<file path="config.mk">
export PLATFORM = sky130hd
export DESIGN_NAME = adc_bcd_converter_flat
export DESIGN_NICKNAME = d
export VERILOG_FILES = /design/src/rtl/adc_bcd_converter_if.sv /design/src/rtl/adc_bcd_converter.sv /design/src/flat_wrapper.sv
export SDC_FILE = /design/constraint.sdc
export NUM_CORES = 1
export LEC_CHECK = 0
export CORE_MARGIN = 8
export CORE_UTILIZATION = 50
export CTS_CLUSTER_DIAMETER = 30
export DETAILED_ROUTE_END_ITERATION = 10
export PLACE_DENSITY_LB_ADDON = 0.05
export SYNTH_ARGS = -nofsm -noshare
export SYNTH_HDL_FRONTEND = slang
export SYNTH_SLANG_ARGS = --single-unit
export TNS_END_PERCENT = 30
</file>
<file path="constraint.sdc">
create_clock -name clk -period 1.53 [get_ports clk]
set_input_delay 0.459 -clock clk [delete_from_list [all_inputs] [get_ports clk]]
set_output_delay 0.459 -clock clk [all_outputs]
set_load 0.02 [all_outputs]
</file>
<file path="src/rtl/adc_bcd_converter_if.sv">
// Sample/result bundle between the SPI stage (master) and the BCD converter (slave).
interface adc_bcd_converter_if;
    logic [11:0] i_DATA;
    logic        DATA_VALID;
    logic [3:0]  ones;
    logic [3:0]  tens;
    logic [3:0]  hundreds;
    logic [3:0]  thousands;
    logic        bcd_valid;
    logic        busy;
    logic        overrun;

    modport master (
        output i_DATA,
        output DATA_VALID,
        input  ones,
        input  tens,
        input  hundreds,
        input  thousands,
        input  bcd_valid,
        input  busy,
        input  overrun
    );

    modport slave (
        input  i_DATA,
        input  DATA_VALID,
        output ones,
        output tens,
        output hundreds,
        output thousands,
        output bcd_valid,
        output busy,
        output overrun
    );
endinterface

</file>
<file path="src/rtl/adc_bcd_converter.sv">
// 12-bit ADC sample to 4-digit BCD via sequential double dabble (13-clock latency).
// Define ADC_AVG4_EN to convert the truncated average of every four samples instead.
module adc_bcd_converter (
    input  logic                clk,
    input  logic                reset,
    adc_bcd_converter_if.slave  bus
);

    typedef enum logic [1:0] {
        IDLE  = 2'd0,
        SHIFT = 2'd1,
        DONE  = 2'd2
    } state_t;

    state_t      state;
    state_t      state_next;

    logic        dv_prev;
    logic        trigger;
    logic        start;
    logic        drop;
    logic [11:0] start_value;
    logic        busy_int;

    logic [11:0] bin_shift;
    logic [15:0] bcd_scratch;
    logic [15:0] bcd_adjusted;
    logic [3:0]  iter_count;

    logic [3:0]  ones_q;
    logic [3:0]  tens_q;
    logic [3:0]  hundreds_q;
    logic [3:0]  thousands_q;
    logic        bcd_valid_q;
    logic        overrun_q;

    assign trigger  = bus.DATA_VALID & ~dv_prev;
    assign busy_int = (state != IDLE);

`ifdef ADC_AVG4_EN
    logic [13:0] acc;
    logic [1:0]  sample_count;
    logic [13:0] acc_sum;
    logic        fourth;

    // Samples 1-3 only accumulate, so they are accepted even mid-conversion.
    assign acc_sum     = acc + {2'b00, bus.i_DATA};
    assign fourth      = (sample_count == 2'd3);
    assign start       = trigger & fourth & ~busy_int;
    assign drop        = trigger & fourth & busy_int;
    assign start_value = acc_sum[13:2];

    always_ff @(posedge clk or negedge reset) begin
        if (!reset) begin
            acc          <= '0;
            sample_count <= '0;
        end else if (trigger && !fourth) begin
            acc          <= acc_sum;
            sample_count <= sample_count + 2'd1;
        end else if (start) begin
            acc          <= '0;
            sample_count <= '0;
        end
    end
`else
    assign start       = trigger & ~busy_int;
    assign drop        = trigger & busy_int;
    assign start_value = bus.i_DATA;
`endif

    always_ff @(posedge clk or negedge reset) begin
        if (!reset) begin
            state <= IDLE;
        end else begin
            state <= state_next;
        end
    end

    always_comb begin
        state_next = state;
        case (state)
            IDLE:    if (start) state_next = SHIFT;
            SHIFT:   if (iter_count == 4'd11) state_next = DONE;
            DONE:    state_next = IDLE;
            default: state_next = IDLE;
        endcase
    end

    // Add-3 correction applied to every nibble before the shift.
    always_comb begin
        bcd_adjusted = bcd_scratch;
        for (int i = 0; i < 4; i++) begin
            if (bcd_scratch[4*i +: 4] >= 4'd5) begin
                bcd_adjusted[4*i +: 4] = bcd_scratch[4*i +: 4] + 4'd3;
            end
        end
    end

    always_ff @(posedge clk or negedge reset) begin
        if (!reset) begin
            dv_prev     <= 1'b0;
            bin_shift   <= '0;
            bcd_scratch <= '0;
            iter_count  <= '0;
            ones_q      <= '0;
            tens_q      <= '0;
            hundreds_q  <= '0;
            thousands_q <= '0;
            bcd_valid_q <= 1'b0;
            overrun_q   <= 1'b0;
        end else begin
            dv_prev     <= bus.DATA_VALID;
            bcd_valid_q <= 1'b0;
            overrun_q   <= drop;
            case (state)
                IDLE: begin
                    if (start) begin
                        bin_shift   <= start_value;
                        bcd_scratch <= '0;
                        iter_count  <= '0;
                    end
                end
                SHIFT: begin
                    {bcd_scratch, bin_shift} <= {bcd_adjusted, bin_shift} << 1;
                    iter_count               <= iter_count + 4'd1;
                end
                DONE: begin
                    ones_q      <= bcd_scratch[3:0];
                    tens_q      <= bcd_scratch[7:4];
                    hundreds_q  <= bcd_scratch[11:8];
                    thousands_q <= bcd_scratch[15:12];
                    bcd_valid_q <= 1'b1;
                end
                default: begin
                end
            endcase
        end
    end

    assign bus.ones      = ones_q;
    assign bus.tens      = tens_q;
    assign bus.hundreds  = hundreds_q;
    assign bus.thousands = thousands_q;
    assign bus.bcd_valid = bcd_valid_q;
    assign bus.busy      = busy_int;
    assign bus.overrun   = overrun_q;

endmodule

</file>
<file path="src/flat_wrapper.sv">
// flat-port wrapper written by rule: the top's interface ports become plain ports
module adc_bcd_converter_flat 
  (clk, reset, bus_i_DATA, bus_DATA_VALID, bus_ones, bus_tens, bus_hundreds, bus_thousands, bus_bcd_valid, bus_busy, bus_overrun);
  adc_bcd_converter_if bus_i ();
  input  logic clk;
  input  logic reset;
  input wire logic [$bits(bus_i.i_DATA)-1:0] bus_i_DATA;
  input wire logic [$bits(bus_i.DATA_VALID)-1:0] bus_DATA_VALID;
  output wire logic [$bits(bus_i.ones)-1:0] bus_ones;
  output wire logic [$bits(bus_i.tens)-1:0] bus_tens;
  output wire logic [$bits(bus_i.hundreds)-1:0] bus_hundreds;
  output wire logic [$bits(bus_i.thousands)-1:0] bus_thousands;
  output wire logic [$bits(bus_i.bcd_valid)-1:0] bus_bcd_valid;
  output wire logic [$bits(bus_i.busy)-1:0] bus_busy;
  output wire logic [$bits(bus_i.overrun)-1:0] bus_overrun;
  assign bus_i.i_DATA = bus_i_DATA;
  assign bus_i.DATA_VALID = bus_DATA_VALID;
  assign bus_ones = bus_i.ones;
  assign bus_tens = bus_i.tens;
  assign bus_hundreds = bus_i.hundreds;
  assign bus_thousands = bus_i.thousands;
  assign bus_bcd_valid = bus_i.bcd_valid;
  assign bus_busy = bus_i.busy;
  assign bus_overrun = bus_i.overrun;
  adc_bcd_converter u_core (.clk(clk), .reset(reset), .bus(bus_i));
endmodule
</file>
==> impl_metrics.csv, run 1 <==
group,metric,value,unit
flow_run,max_cap_violations,0,
run_status,outcome,"finished with violations",
die,die_h,84.46,um
pwr,p_leak,1.576,nW
place,place_area,2882,um2
clock_network,numCtsBuffers,5,
logic_synthesis,syn_inst,208,
global_routing,grt_pass1_vias,1954,
routing,drt_iter0_markers,106,
logic_synthesis,synthArstFlopShare,100.0,%
setup_path,crit_path_end_kind,"output pin",
sta,period_minus_slack,1571,ps
logic_synthesis,yosysSeqAreaShare,56.59,%
clock_network,cts_sinks,53,
sta,hold-worst-slack,113.1,ps
routing,vias,1750,
final_layout,antennaDiodeCount,0,
sta,hold_violations,0,
final_layout,fin_area,3088,um2
place,dp_hpwl,3402,um
sta,slew_headroom,70.47,%
global_routing,grt_use_total,15.08,%
place,routabilityCongestion,0.7318,
logic_synthesis,synth_edf_count,0,
setup_path,required,1070,ps
final_layout,layout_commonest_cell,"dfrtp_1",
sta,rsz0062_at_grt,"true",
clock_network,cts_tree,"done",
final_layout,final_util,66.70,%
final_layout,nets,288,
logic_synthesis,synth.avg_cell_area,11.27,um2
die,fp.dieW,84.46,um
global_routing,grt-ovfl-total,0,
logic_synthesis,syn_nets,232,
global_routing,grt_max_degree,54,
logic_synthesis,synthDistinctLibCells,31,
pwr,ir_worst_vdd,0.0008738,V
die,initial_core_util,50.62,%
routing,ant_nets,0,
setup_path,arrival,1110,ps
setup_path,crit_type,"register to output pin",
die,coreArea,4629,um2
sta,finalClockSkew,10.03,ps
final_layout,area_growth,31.77,%
sta,final-setup-viol-count,1,
die,row_count,25,
final_layout,mostFrequentLayoutCells,"53 x dfrtp_1, 22 x nand2_1, 21 x o21ai_0",
logic_synthesis,synth_warnings,0,
global_routing,antenna_found_initial,0,
clock_network,clk-insertion-delay-late,300,ps
routing,post-route-drc-count,0,
logic_synthesis,yosys_register_bits,53,
sta,period_share,102.6,%
global_routing,grt_pass1_wl,8700,um
sta,tightest_slew,441.9,ps
die,die_area,7133,um2
clock_network,cts_root_buf,"clkbuf_8",
pwr,p_per_area,1928,nW/um2
setup_path,crit_fanout,4,
routing,routedWlPerCell,15.62,um
clock_network,hold_buffers,0,
setup_path,crit_path_start_kind,"register",
sta,fmax,0.6367,GHz
routing,viasPerCell,5.486,
place,io_buffers,33,
die,io_pins,34,
routing,drtPass1Iterations,7,
clock_network,htreeDepth,2,
logic_synthesis,synth_flop_cell,"dfrtp_1",
clock_network,path_clk_slew,100,ps
run_status,violations,"setup timing",
sta,setup_ws,-40.53,ps
worst_hold_path,hp-class,"primary input to async pin",
sta,maxSlewViolCount,0,
logic_synthesis,synth_area,2343,um2
final_layout,drive_gt1_share,21.89,%
routing,routed_wl,4983,um
clock_network,cts_buffer_depth,2,
sta,finalSetupTns,-40.53,ps
-- per-layer routing --
metal / wire, um / track usage (%)
met4: 74 / 5.178
met5: 0 / 0
met2: 2620 / 27.36
met3: 202 / 4.878
met1: 2085 / 15.94
-- area by class of cell --
type | count | area (um2)
sequential | 53 | 1326
tap | 54 | 67.56
clock inverter | 2 | 37.54
multi-input combinational | 125 | 954.7
fill | 375 | 1541
timing repair buffer | 57 | 536.8
inverter | 22 | 82.58
clock buffer | 6 | 82.58
-- path summary, 6_finish.rpt --
kind / cells past startpoint / endpoint / slack, ps / start
max in group asynchronous: 2 / u_core.bin_shift[11] / 1150 / reset
min reg2reg: 2 / u_core.bus.hundreds[0] / 480 / u_core.bus.hundreds[0]
max: 2 / bus_busy / -40 / u_core.state[1]
max reg2reg: 6 / u_core.bin_shift[1] / 50 / u_core.state[0]
min in group clk: 1 / u_core.dv_prev / 460 / bus_DATA_VALID
min: 2 / u_core.bcd_scratch[10] / 110 / reset
-- kinds of logic (layout without fill, tap and decap cells) --
kind of cell               Yosys count  count (layout)  synth area share (%)
DFF                                 53              53                 56.59
AOI/OAI and AO/OA                   50              51                 14.95
and+or+nand+nor                     44              44                 9.130
buffers and inverters               31              87                 5.553
muxes                               13              13                 5.980
adders and majority gates            9               9                 4.805
xor gates and xnor gates             8               8                 2.990
-- power breakdown --
| part | switching, mW | internal, mW | leakage [nW] | total (mW) |
|---|---|---|---|---|
| Combinational | 1.34 | 1.33 | 0.825 | 2.67 |
| Clock | 0.447 | 0.532 | 0.0574 | 0.979 |
| Sequential | 0.410 | 1.89 | 0.694 | 2.31 |
-- Yosys cell counts, types with 2 or more instances --
master / instances / area (um2)
mux2i_1: 5 / 50.05
inv_1: 21 / 78.83
nand3_1: 5 / 25.02
a21oi_1: 5 / 25.02
ha_1: 9 / 112.6
buf_2: 2 / 10.01
a222oi_1: 10 / 100.1
mux2_2: 8 / 90.09
nor3_1: 4 / 20.02
clkbuf_1: 5 / 18.77
xnor2_1: 5 / 43.79
o31ai_1: 3 / 22.52
a22o_1: 7 / 61.31
nand2_1: 22 / 82.58
dfrtp_1: 53 / 1326
nand2b_1: 5 / 31.28
xor2_1: 3 / 26.28
nor2_1: 2 / 7.510
o21ai_0: 22 / 110.1
-- metrics by stage --
stage	instances	power (mW)	setup WS [ps]
finish	319	5.955	-40.53
global route	319	6.423	-86.84
CTS	314	5.788	-153.0
detailed placement	305	4.842	-401.9
global placement	305	4.679	-317.5
floorplan	208	3.804	130.7
-- critical path, cell delays in order (launching register included) --
cell and delay [ps]:
dfrtp_1 420, or2_4 270, buf_6 130
-- flip-flops by register name, indices dropped and copies added (netlist names) --
register and count:
u_core.iter_count 4, u_core.bus.bcd_valid 1, u_core.bus.tens 4, u_core.bus.thousands 4, u_core.dv_prev 1, u_core.bus.overrun 1
u_core.bcd_scratch 16, u_core.state 2, u_core.bus.hundreds 4, u_core.bus.ones 4, u_core.bin_shift 12
-- what timing repair did --
item / CTS / global route
endpoints found under the setup margin: 40 / 13
cloned: 1 / 0
buffers inserted: 0 / 5
pin swaps: 2 / 13
gates resized for setup: 29 / 15
Note: power is estimated with default switching activity, not from simulation.
==> run 2: changes to the inputs <==
--- a/config.mk
+++ b/config.mk
@@ -5,6 +5,7 @@
 export SDC_FILE = /design/constraint.sdc
 export NUM_CORES = 1
 export LEC_CHECK = 0
+export CAP_MARGIN = 20
 export CORE_MARGIN = 8
 export CORE_UTILIZATION = 50
 export CTS_CLUSTER_DIAMETER = 30
==> results of run 2 <==
Final layout, timing and power as in run 1 (identical DEF).
==> run 3: changes to the inputs <==
--- a/config.mk
+++ b/config.mk
@@ -7,7 +7,7 @@
 export LEC_CHECK = 0
 export CAP_MARGIN = 20
 export CORE_MARGIN = 8
-export CORE_UTILIZATION = 50
+export CORE_UTILIZATION = 48
 export CTS_CLUSTER_DIAMETER = 30
 export DETAILED_ROUTE_END_ITERATION = 10
 export PLACE_DENSITY_LB_ADDON = 0.05
==> constraint.sdc (replaced) <==
create_clock -name clk -period 1.4 [get_ports clk]
set_input_delay 0.42 -clock clk [delete_from_list [all_inputs] [get_ports clk]]
set_output_delay 0.42 -clock clk [all_outputs]
set_load 0.02 [all_outputs]
==> run 3 against run 2 <==
Largest cell class unchanged; final area up 4.5%; die area is 3.4% higher; largest power group unchanged; worst hold slack better by 320 ps; worst setup slack worse by 51 ps; power rose by 14%; routed wire length rose by 7.1%; utilization rose by 1.6 points; clock power fell by 15%; the run still ends with setup timing left; first-iteration DRC count up 19%.
==> impl_metrics.csv, run 3 (same netlist as run 1, synthesis figures left out) <==
group,metric,value,unit
run_status,outcome,"finished with violations",
run_status,violations,"setup timing",
setup_path,critPathMaxStageDelay,390,ps
setup_path,crit_path_start_kind,"register",
flow_run,max_cap_violations,0,
clock_network,cts_root_buf,"clkbuf_8",
global_routing,antenna_found_initial,0,
setup_path,crit_type,"register to output pin",
sta,finalClockSkew,3.605,ps
pwr,p_sw_share,37.46,%
place,dp_hpwl,3631,um
die,fp.dieW,85.88,um
die,coreArea,4723,um2
clock_network,cts_buffer_depth,2,
setup_path,required,980,ps
pwr,p_leak,1.573,nW
die,row_count,25,
routing,post-route-drc-count,0,
sta,maxSlewViolCount,0,
routing,ant_nets,0,
global_routing,grt_pass1_vias,1834,
global_routing,grt-ovfl-total,0,
sta,final-setup-viol-count,3,
pwr,switchingPower,2.540,mW
clock_network,clk-insertion-delay-late,300,ps
final_layout,largest_reg_flops,16,
clock_network,cts_tree,"done",
die,initial_core_util,49.62,%
sta,period_minus_slack,1491,ps
routing,routed_wl,5336,um
pwr,combPwrFrac,50.5,%
routing,viasPerCell,5.296,
final_layout,top_regs,"u_core.bcd_scratch x16, u_core.bin_shift x12",
routing,drtPass1Iterations,5,
setup_path,crit_path_end_kind,"output pin",
clock_network,path_clk_slew,90,ps
final_layout,regMostFlops,"u_core.bcd_scratch",
die,die_area,7375,um2
pwr,power_frac_clock,12.2,%
setup_path,worst_path_max_delay_cell,"dfrtp_1",
place,routabilityCongestion,0.8410,
final_layout,area_growth,37.75,%
sta,rsz0062_at_grt,"true",
clock_network,htreeDepth,2,
routing,vias,1827,
sta,finalSetupTns,-109.3,ps
worst_hold_path,hp-class,"primary input to register",
place,io_buffers,33,
sta,slew_headroom,79.39,%
global_routing,grt_max_degree,46,
die,die_h,85.88,um
final_layout,final_util,68.34,%
pwr,p_int,4.241,mW
pwr,p_seq_share,37.2,%
final_layout,nets,301,
sta,tightest_slew,304.9,ps
clock_network,numCtsBuffers,5,
global_routing,grt_use_total,14.65,%
sta,hold-worst-slack,429.5,ps
final_layout,layout_commonest_cell,"dfrtp_1",
sta,fmax,0.6705,GHz
pwr,ir_worst_vdd,0.001158,V
global_routing,grt_pass1_wl,8576,um
final_layout,fillerInstances,351,
clock_network,cts_sinks,53,
routing,drt_iter0_markers,126,
setup_path,crit_chain,"or2_4 > buf_6",
final_layout,mostFrequentLayoutCells,"51 x dfrtp_1, 30 x buf_4, 22 x nand2_1, 22 x o21ai_0, 14 x inv_1",
final_layout,antennaDiodeCount,0,
final_layout,drive_gt1_share,34.89,%
sta,setup_ws,-91.34,ps
routing,routedWlPerCell,15.47,um
die,io_pins,34,
sta,period_share,106.5,%
setup_path,crit_fanout,2,
pwr,p_per_area,2101,nW/um2
sta,hold_violations,0,
setup_path,arrival,1070,ps
## run 3: changes by cell type in the layout (fill, tap and decap cells not counted), moves of 4 or more
cell | before | now
inv_1 | 19 | 14
inv_2 | 3 | 7
buf_4 | 20 | 30
dlygate4sd2_1 | 16 | 1
buf_2 | 1 | 10
clkdlybuf4s15_2 | 0 | 8
## run 3: cell type report
cell class                      count  area [um2]  area share [%]
Sequential cell                    53        1329           41.16
Multi-Input combinational cell    125        1005           31.12
Timing Repair Buffer               70       645.6           20.00
Inverter                           22       85.08           2.636
Tap cell                           67       83.83           2.597
Clock buffer                        8       80.08           2.481
## run 3: power by group through the flow
stage / clock (mW) / combinational, mW / sequential (mW)
floorplan: 0 / 1.57 / 2.59
global placement: 0 / 3.03 / 2.45
detailed placement: 0 / 3.17 / 2.50
CTS: 0.859 / 3.15 / 2.49
global route: 0.907 / 3.74 / 2.61
finish: 0.830 / 3.42 / 2.53
## run 3: repair_timing
action,in CTS,in global routing
pin swaps,7,11
gates resized for setup,66,34
gates cloned,0,1
hold buffers,1,0
endpoints found under the hold margin,8,0
buffers inserted,0,3
setup endpoints to repair,45,29
## run 3: metrics by stage
step           std cells  total power [mW]  setup slack, ps  area (um2)
2_1_floorplan        208             4.157           0.6730        2344
3_3_place_gp         332             5.483           -408.5        3028
3_5_place_dp         332             5.662           -496.5        3028
4_1_cts              341             6.500           -112.8        3152
5_1_grt              345             7.251           -131.6        3228
6_report             345             6.781           -91.34        3228
## run 3: path summary, 6_finish.rpt
check | startpoint | end | slack, ps | cells after the start
hold reg to reg | u_core.bus.hundreds[1] | u_core.bus.hundreds[1] | 480 | 2
min in group asynchronous | reset | u_core.bus.hundreds[0] | 510 | 2
setup / recovery | u_core.state[1] | bus_busy | -90 | 2
hold / removal | bus_DATA_VALID | u_core.dv_prev | 430 | 1
setup reg to reg | u_core.bcd_scratch[0] | u_core.bcd_scratch[2] | -20 | 6
max in group asynchronous | reset | u_core.bcd_scratch[4] | 380 | 3
## run 3: layer usage
metal / GRT usage [%] / part of all wire, % / vias up
li1: - / - / 863
met1: 16.85 / 43 / 912
met2: 25.47 / 52 / 47
met3: 3.438 / 3.6 / 5
met4: 5.892 / 1.4 / 0
met5: 0 / 0 / -
## run 3: critical path, delay by kind of cell (launching register included)
family        cells  cell delay, ps
buf+inv           1             130
simple gates      1             250
flops             1             390
